**config.mk**
```make
export PLATFORM = sky130hd
export DESIGN_NAME = bof_interval_table_flat
export DESIGN_NICKNAME = d
export VERILOG_FILES = /design/src/rtl/bof_interval_table_if.sv /design/src/rtl/bof_interval_table.sv /design/src/flat_wrapper.sv
export SDC_FILE = /design/constraint.sdc
export NUM_CORES = 2
export LEC_CHECK = 0
export CORE_MARGIN = 2
export CORE_UTILIZATION = 40
export DETAILED_ROUTE_END_ITERATION = 10
export PLACE_DENSITY = 0.67
export SYNTH_ARGS = -nofsm -noshare
export SYNTH_HDL_FRONTEND = slang
export SYNTH_SLANG_ARGS = --single-unit
export TNS_END_PERCENT = 5
```
**constraint.sdc**
```tcl
create_clock -name clk_i -period 3.5 [get_ports clk_i]
set_input_delay 0.7 -clock clk_i [delete_from_list [all_inputs] [get_ports clk_i]]
set_output_delay 0.7 -clock clk_i [all_outputs]
set_load 0.005 [all_outputs]
```
**src/rtl/bof_interval_table_if.sv**
```systemverilog
// bof_interval_table_if: write, clear and lookup bundle for the overflow interval table.
// The _i/_o suffixes name the direction as seen from the table (slave side).
interface bof_interval_table_if #(
    parameter int AW = 32,
    parameter int DEPTH = 8
);
    logic                   clear_i;
    logic                   wr_en_i;
    logic [AW-1:0]          wr_first_i;
    logic [AW-1:0]          wr_last_i;
    logic                   wr_big_i;
    logic [AW-1:0]          find_addr_i;
    logic                   hit_o;
    logic                   hit_first_o;
    logic                   hit_sticky_o;
    logic [$clog2(DEPTH):0] count_o;
    logic                   full_o;
    logic                   overwrite_o;
    logic                   drop_o;
    modport slave (
        input  clear_i, wr_en_i, wr_first_i, wr_last_i, wr_big_i, find_addr_i,
        output hit_o, hit_first_o, hit_sticky_o, count_o, full_o, overwrite_o, drop_o
    );
    modport master (
        output clear_i, wr_en_i, wr_first_i, wr_last_i, wr_big_i, find_addr_i,
        input  hit_o, hit_first_o, hit_sticky_o, count_o, full_o, overwrite_o, drop_o
    );
endinterface

```
**src/rtl/bof_interval_table.sv**
```systemverilog
// bof_interval_table: circular FIFO of small overflowed byte ranges plus one sticky big range,
// with same-cycle inclusive membership lookup on the registered contents.
module bof_interval_table #(
    parameter int AW = 32,
    parameter int DEPTH = 8
) (
    input logic                 clk_i,
    input logic                 rst_ni,
    bof_interval_table_if.slave bus
);
    localparam int PW = $clog2(DEPTH);
    localparam int CW = PW + 1;
    localparam logic [CW-1:0] FULL_CNT = CW'(DEPTH);

    logic [AW-1:0]    first_q [DEPTH];
    logic [AW-1:0]    first_d [DEPTH];
    logic [AW-1:0]    last_q  [DEPTH];
    logic [AW-1:0]    last_d  [DEPTH];
    logic [DEPTH-1:0] valid_q, valid_d;
    logic [PW-1:0]    wr_ptr_q, wr_ptr_d;
    logic [CW-1:0]    count_q, count_d;
    logic             full_q, full_d;
    logic [AW-1:0]    sticky_first_q, sticky_first_d;
    logic [AW-1:0]    sticky_last_q, sticky_last_d;
    logic             sticky_valid_q, sticky_valid_d;
    logic             overwrite_q, overwrite_d;
    logic             drop_q, drop_d;
    logic             fifo_hit, fifo_first, dup, sticky_hit;

    always_comb begin
        fifo_hit = 1'b0;
        fifo_first = 1'b0;
        dup = 1'b0;
        for (int i = 0; i < DEPTH; i++) begin
            if (valid_q[i] && bus.find_addr_i >= first_q[i] && bus.find_addr_i <= last_q[i]) begin
                fifo_hit = 1'b1;
                if (bus.find_addr_i == first_q[i]) fifo_first = 1'b1;
            end
            if (valid_q[i] && first_q[i] == bus.wr_first_i && last_q[i] == bus.wr_last_i) dup = 1'b1;
        end
    end

    assign sticky_hit = sticky_valid_q && bus.find_addr_i >= sticky_first_q
                        && bus.find_addr_i <= sticky_last_q;
    assign bus.hit_o = fifo_hit | sticky_hit;
    assign bus.hit_first_o = fifo_first | (sticky_hit && bus.find_addr_i == sticky_first_q);
    assign bus.hit_sticky_o = sticky_hit;
    assign bus.count_o = count_q;
    assign bus.full_o = full_q;
    assign bus.overwrite_o = overwrite_q;
    assign bus.drop_o = drop_q;

    always_comb begin
        first_d = first_q;
        last_d = last_q;
        valid_d = valid_q;
        wr_ptr_d = wr_ptr_q;
        count_d = count_q;
        sticky_first_d = sticky_first_q;
        sticky_last_d = sticky_last_q;
        sticky_valid_d = sticky_valid_q;
        overwrite_d = 1'b0;
        drop_d = 1'b0;
        if (bus.clear_i) begin
            valid_d = '0;
            wr_ptr_d = '0;
            count_d = '0;
            sticky_valid_d = 1'b0;
        end else if (bus.wr_en_i) begin
            if (bus.wr_last_i < bus.wr_first_i) begin
                drop_d = 1'b1;
            end else if (bus.wr_big_i) begin
                sticky_first_d = bus.wr_first_i;
                sticky_last_d = bus.wr_last_i;
                sticky_valid_d = 1'b1;
            end else if (!dup) begin
                // wr_ptr always addresses the oldest entry once the FIFO is full
                first_d[wr_ptr_q] = bus.wr_first_i;
                last_d[wr_ptr_q] = bus.wr_last_i;
                valid_d[wr_ptr_q] = 1'b1;
                wr_ptr_d = wr_ptr_q + 1'b1;
                count_d = (count_q == FULL_CNT) ? count_q : count_q + 1'b1;
                overwrite_d = count_q == FULL_CNT;
            end
        end
        full_d = count_d == FULL_CNT;
    end

    always_ff @(posedge clk_i or negedge rst_ni) begin
        if (!rst_ni) begin
            for (int i = 0; i < DEPTH; i++) begin
                first_q[i] <= '0;
                last_q[i] <= '0;
            end
            valid_q <= '0;
            wr_ptr_q <= '0;
            count_q <= '0;
            full_q <= 1'b0;
            sticky_first_q <= '0;
            sticky_last_q <= '0;
            sticky_valid_q <= 1'b0;
            overwrite_q <= 1'b0;
            drop_q <= 1'b0;
        end else begin
            first_q <= first_d;
            last_q <= last_d;
            valid_q <= valid_d;
            wr_ptr_q <= wr_ptr_d;
            count_q <= count_d;
            full_q <= full_d;
            sticky_first_q <= sticky_first_d;
            sticky_last_q <= sticky_last_d;
            sticky_valid_q <= sticky_valid_d;
            overwrite_q <= overwrite_d;
            drop_q <= drop_d;
        end
    end
endmodule

```
**src/flat_wrapper.sv**
```systemverilog
// flat-port wrapper written by rule: the top's interface ports become plain ports
module bof_interval_table_flat 
#(
    parameter int AW = 32,
    parameter int DEPTH = 8
)
  (clk_i, rst_ni, bus_clear_i, bus_wr_en_i, bus_wr_first_i, bus_wr_last_i, bus_wr_big_i, bus_find_addr_i, bus_hit_o, bus_hit_first_o, bus_hit_sticky_o, bus_count_o, bus_full_o, bus_overwrite_o, bus_drop_o);
  bof_interval_table_if #(.AW(AW), .DEPTH(DEPTH)) bus_i ();
  input logic clk_i;
  input logic rst_ni;
  input wire logic [$bits(bus_i.clear_i)-1:0] bus_clear_i;
  input wire logic [$bits(bus_i.wr_en_i)-1:0] bus_wr_en_i;
  input wire logic [$bits(bus_i.wr_first_i)-1:0] bus_wr_first_i;
  input wire logic [$bits(bus_i.wr_last_i)-1:0] bus_wr_last_i;
  input wire logic [$bits(bus_i.wr_big_i)-1:0] bus_wr_big_i;
  input wire logic [$bits(bus_i.find_addr_i)-1:0] bus_find_addr_i;
  output wire logic [$bits(bus_i.hit_o)-1:0] bus_hit_o;
  output wire logic [$bits(bus_i.hit_first_o)-1:0] bus_hit_first_o;
  output wire logic [$bits(bus_i.hit_sticky_o)-1:0] bus_hit_sticky_o;
  output wire logic [$bits(bus_i.count_o)-1:0] bus_count_o;
  output wire logic [$bits(bus_i.full_o)-1:0] bus_full_o;
  output wire logic [$bits(bus_i.overwrite_o)-1:0] bus_overwrite_o;
  output wire logic [$bits(bus_i.drop_o)-1:0] bus_drop_o;
  assign bus_i.clear_i = bus_clear_i;
  assign bus_i.wr_en_i = bus_wr_en_i;
  assign bus_i.wr_first_i = bus_wr_first_i;
  assign bus_i.wr_last_i = bus_wr_last_i;
  assign bus_i.wr_big_i = bus_wr_big_i;
  assign bus_i.find_addr_i = bus_find_addr_i;
  assign bus_hit_o = bus_i.hit_o;
  assign bus_hit_first_o = bus_i.hit_first_o;
  assign bus_hit_sticky_o = bus_i.hit_sticky_o;
  assign bus_count_o = bus_i.count_o;
  assign bus_full_o = bus_i.full_o;
  assign bus_overwrite_o = bus_i.overwrite_o;
  assign bus_drop_o = bus_i.drop_o;
  bof_interval_table #(.AW(AW), .DEPTH(DEPTH)) u_core (.clk_i(clk_i), .rst_ni(rst_ni), .bus(bus_i));
endmodule
```
==> impl_metrics.json <==
{
  "yosysMostFrequentCell": "ha_1",
  "setup_viol": 515,
  "wl_um": 267000,
  "p_leak_nw": 33.0,
  "rows": 121,
  "swShare": 0.346,
  "async_flop_share": 1.00,
  "path_clk_slew_ps": 60,
  "ir_drop_v": 0.000421,
  "drt.antenna.violating_nets": 0,
  "antenna_found_initial": 18,
  "avgSynthCellArea_um2": 10.2,
  "ys_top_cells_by_count": "ha_1 (610), inv_1 (601), dfrtp_1 (595)",
  "busiest_layer": "met2",
  "grt_pass1_wl_um": 354000,
  "grtUsageMet1": 0.593,
  "num_vias": 43700,
  "critPathBufInv": 3,
  "crit_family": "simple AND/OR/NAND/NOR gates",
  "setup_ws_ps": -1150,
  "cp_cell_sequence": "clkdlybuf4s50_1 -> buf_4 -> ha_1 -> nor3_4 -> a21oi_4 -> o31a_1 -> o31ai_2 -> or4b_4 -> a222oi_1 -> nand4_1 -> buf_2",
  "cts_made_buffers": 78,
  "whs_ps": 501,
  "cpMaxStageDelayCell": "or4b_4",
  "grt_pass1_vias": 42600,
  "cpPeakStageDelay_ps": 550,
  "synthMuxAreaShare": 0.135,
  "ios": 111,
  "hpwlAfterDp_um": 214000,
  "cts_max_path_buffers": 3,
  "ys_types": 78,
  "arrival_ps": 3950,
  "synthAdderAreaFrac": 0.174,
  "post-route-drc-count": 0,
  "cts.htree.levels": 3,
  "grt_max_degree": 78,
  "ys_warn_count": 0,
  "setup-tns-final_ps": -88370,
  "power.switching_mw": 8.61,
  "synth_flop_cell": "dfrtp_1",
  "violations": "negative setup slack",
  "power_density_mw_per_mm2": 379,
  "internal-power_mw": 16.3,
  "grtUsageMet2": 0.665,
  "globalplace.congestion": 1.10,
  "synthTopCellsByArea": "dfrtp_1 (34%), ha_1 (17%), mux2i_1 (10%)",
  "slew_headroom": 0.290,
  "fp.dieH_um": 335,
  "fin_crit_ps": 4650,
  "gr-usage-met3": 0.146,
  "synth_xor_area_frac": 0.0839,
  "rsz0062_at_grt": "yes",
  "end_kind": "output pin",
  "worst_setup_path_start_kind": "primary input",
  "maxCapViolCount": 0,
  "synth_top_area_cell": "dfrtp_1",
  "fmax_mhz": 215,
  "fin_crit_sh": 1.33,
  "die_x_um": 335,
  "worstMarginPinSlew_ps": 1060,
  "worstSkewPairLatency_ps": 690,
  "cts_tree": "built",
  "post-route-cell-area_mm2": 0.0657,
  "syn_to_final_growth_pct": 49.6,
  "dieArea_mm2": 0.113,
  "drive_above_1_share": 0.354,
  "comb_power_share": 0.337,
  "synth_compound_area_frac": 0.0932,
  "via_per_inst": 5.83,
  "synth-edff-count": 0,
  "ys_seq_elements": 595,
  "drtIter0Drc": 5059,
  "hp-class": "flop to flop",
  "maxSlewViolCount": 0,
  "start_util": 0.404,
  "fin_worst_skew_ps": 29.0,
  "critPathRequiredTime_ps": 2800,
  "port_buffers": 110,
  "pwr-share-clk": 0.350,
  "synthesis.nets": 5016,
  "postSynthCellCount": 4305,
  "synth_area_mm2": 0.0439,
  "clock-sinks": 595,
  "grtUsageTotal": 0.466,
  "drt_first_pass_iters": 5,
  "final_hold_viol_count": 0,
  "pre_cts_ws_ps": -2060,
  "synth_top_family_by_area": "adder cells",
  "nets": 6739,
  "place_area_mm2": 0.0590,
  "status": "finished, violations left",
  "yosys.area_share.simple": 0.0872,
  "crit_type": "primary input to output pin",
  "critPathMaxFanout": 4,
  "synth_top_area_frac": 0.339,
  "overflow": 0,
  "p_seq_frac": 0.313,
  "coreArea_mm2": 0.109,
  "wl_per_cell_um": 35.6,
  "final_util": 0.604,
  "cts_root_buffer": "clkbuf_16",
  "ys_seq_area_frac": 0.339
}
-- per-layer routing --
metal / up-vias / part of all wire
met4: 18 / 0.094
met2: 2554 / 0.40
met5: - / 0.00046
met1: 21800 / 0.39
li1: 18700 / -
met3: 764 / 0.12
-- sequential cells by signal, indices dropped and copies added (netlist names) --
signal,cells
u_core.sticky_valid_q,1
u_core.wr_ptr_q,3
u_core.sticky_last_q,32
u_core.sticky_first_q,32
u_core.first_q,256
u_core.valid_q,8
u_core.bus.count_o,4
u_core.bus.overwrite_o,1
u_core.bus.drop_o,1
u_core.bus.full_o,1
u_core.last_q,256
-- repair_timing --
action / CTS / global route
setup buffers: 74 / 57
cloned: 5 / 5
endpoints found under the hold margin: 17 / 0
hold buffers: 1 / 0
setup endpoints to repair: 596 / 585
pin swaps: 74 / 92
gates resized for setup: 317 / 272
-- final timing paths --
| path | from | to | slack [ps] | cells after the start |
|---|---|---|---|---|
| worst max-delay path | bus_find_addr_i[3] | bus_hit_o | -1150 | 11 |
| worst min-delay path | u_core.last_q[50] | u_core.last_q[50] | 500 | 1 |
| worst max register to register | u_core.first_q[78] | u_core.last_q[251] | -340 | 14 |
| worst min register to register | u_core.last_q[50] | u_core.last_q[50] | 500 | 1 |
| max in group asynchronous | rst_ni | u_core.last_q[157] | 1870 | 3 |
| min in group asynchronous | rst_ni | u_core.sticky_first_q[22] | 560 | 2 |
-- area by class of cell --
class                   instances  area (um^2)
fillers                      9297        43100
well taps                    1414         1770
flip-flops and latches        595        14900
inverters                     636         2400
multi-input cells            2895        27100
repair buffers               1822        16900
clock buffers                 107         2260
diodes                          7         17.5
clock inverters                29          394
-- through the flow --
stage | power [mW] | instances
final | 24.9 | 7505
after global routing | 25.6 | 7498
after CTS | 24.4 | 7440
after detailed placement | 15.3 | 7231
after global placement | 15.2 | 7231
after floorplan | 10.6 | 4305
-- cells in the final DEF, fill, tap and decap left out, types with 44 or more instances in the layout --
cell type,Yosys,final
inv_1,601,595
buf_6,34,97
xnor2_1,272,222
o21a_1,44,44
ha_1,610,590
nor2b_1,50,50
o21ai_0,119,102
mux2i_1,444,441
xor2_1,149,142
a21o_1,129,128
mux2_1,99,91
buf_12,15,174
nor2_1,98,88
nand4_1,208,208
buf_4,62,1410
clkdlybuf4s50_1,0,49
a21oi_1,137,120
dfrtp_1,595,595
nand2_1,52,50
nor4_1,82,60
clkbuf_16,0,83
o22ai_1,62,53
-- logic make-up after synthesis --
family,Yosys count
buffers and inverters,815
AND/OR/NAND/NOR,658
AO/OA/AOI/OAI,628
adder cells (fa/ha/maj),610
flip-flops,595
multiplexers,578
XOR/XNOR,421
-- power groups by stage --
stage | clock network (mW) | logic, mW | registers (mW)
global placement | 0 | 7.35 | 7.87
finish | 8.70 | 8.40 | 7.79
CTS | 8.76 | 7.84 | 7.78
floorplan | 0 | 2.78 | 7.84
global route | 9.00 | 8.73 | 7.84
detailed placement | 0 | 7.41 | 7.89
(Power assumes the default switching activity.)
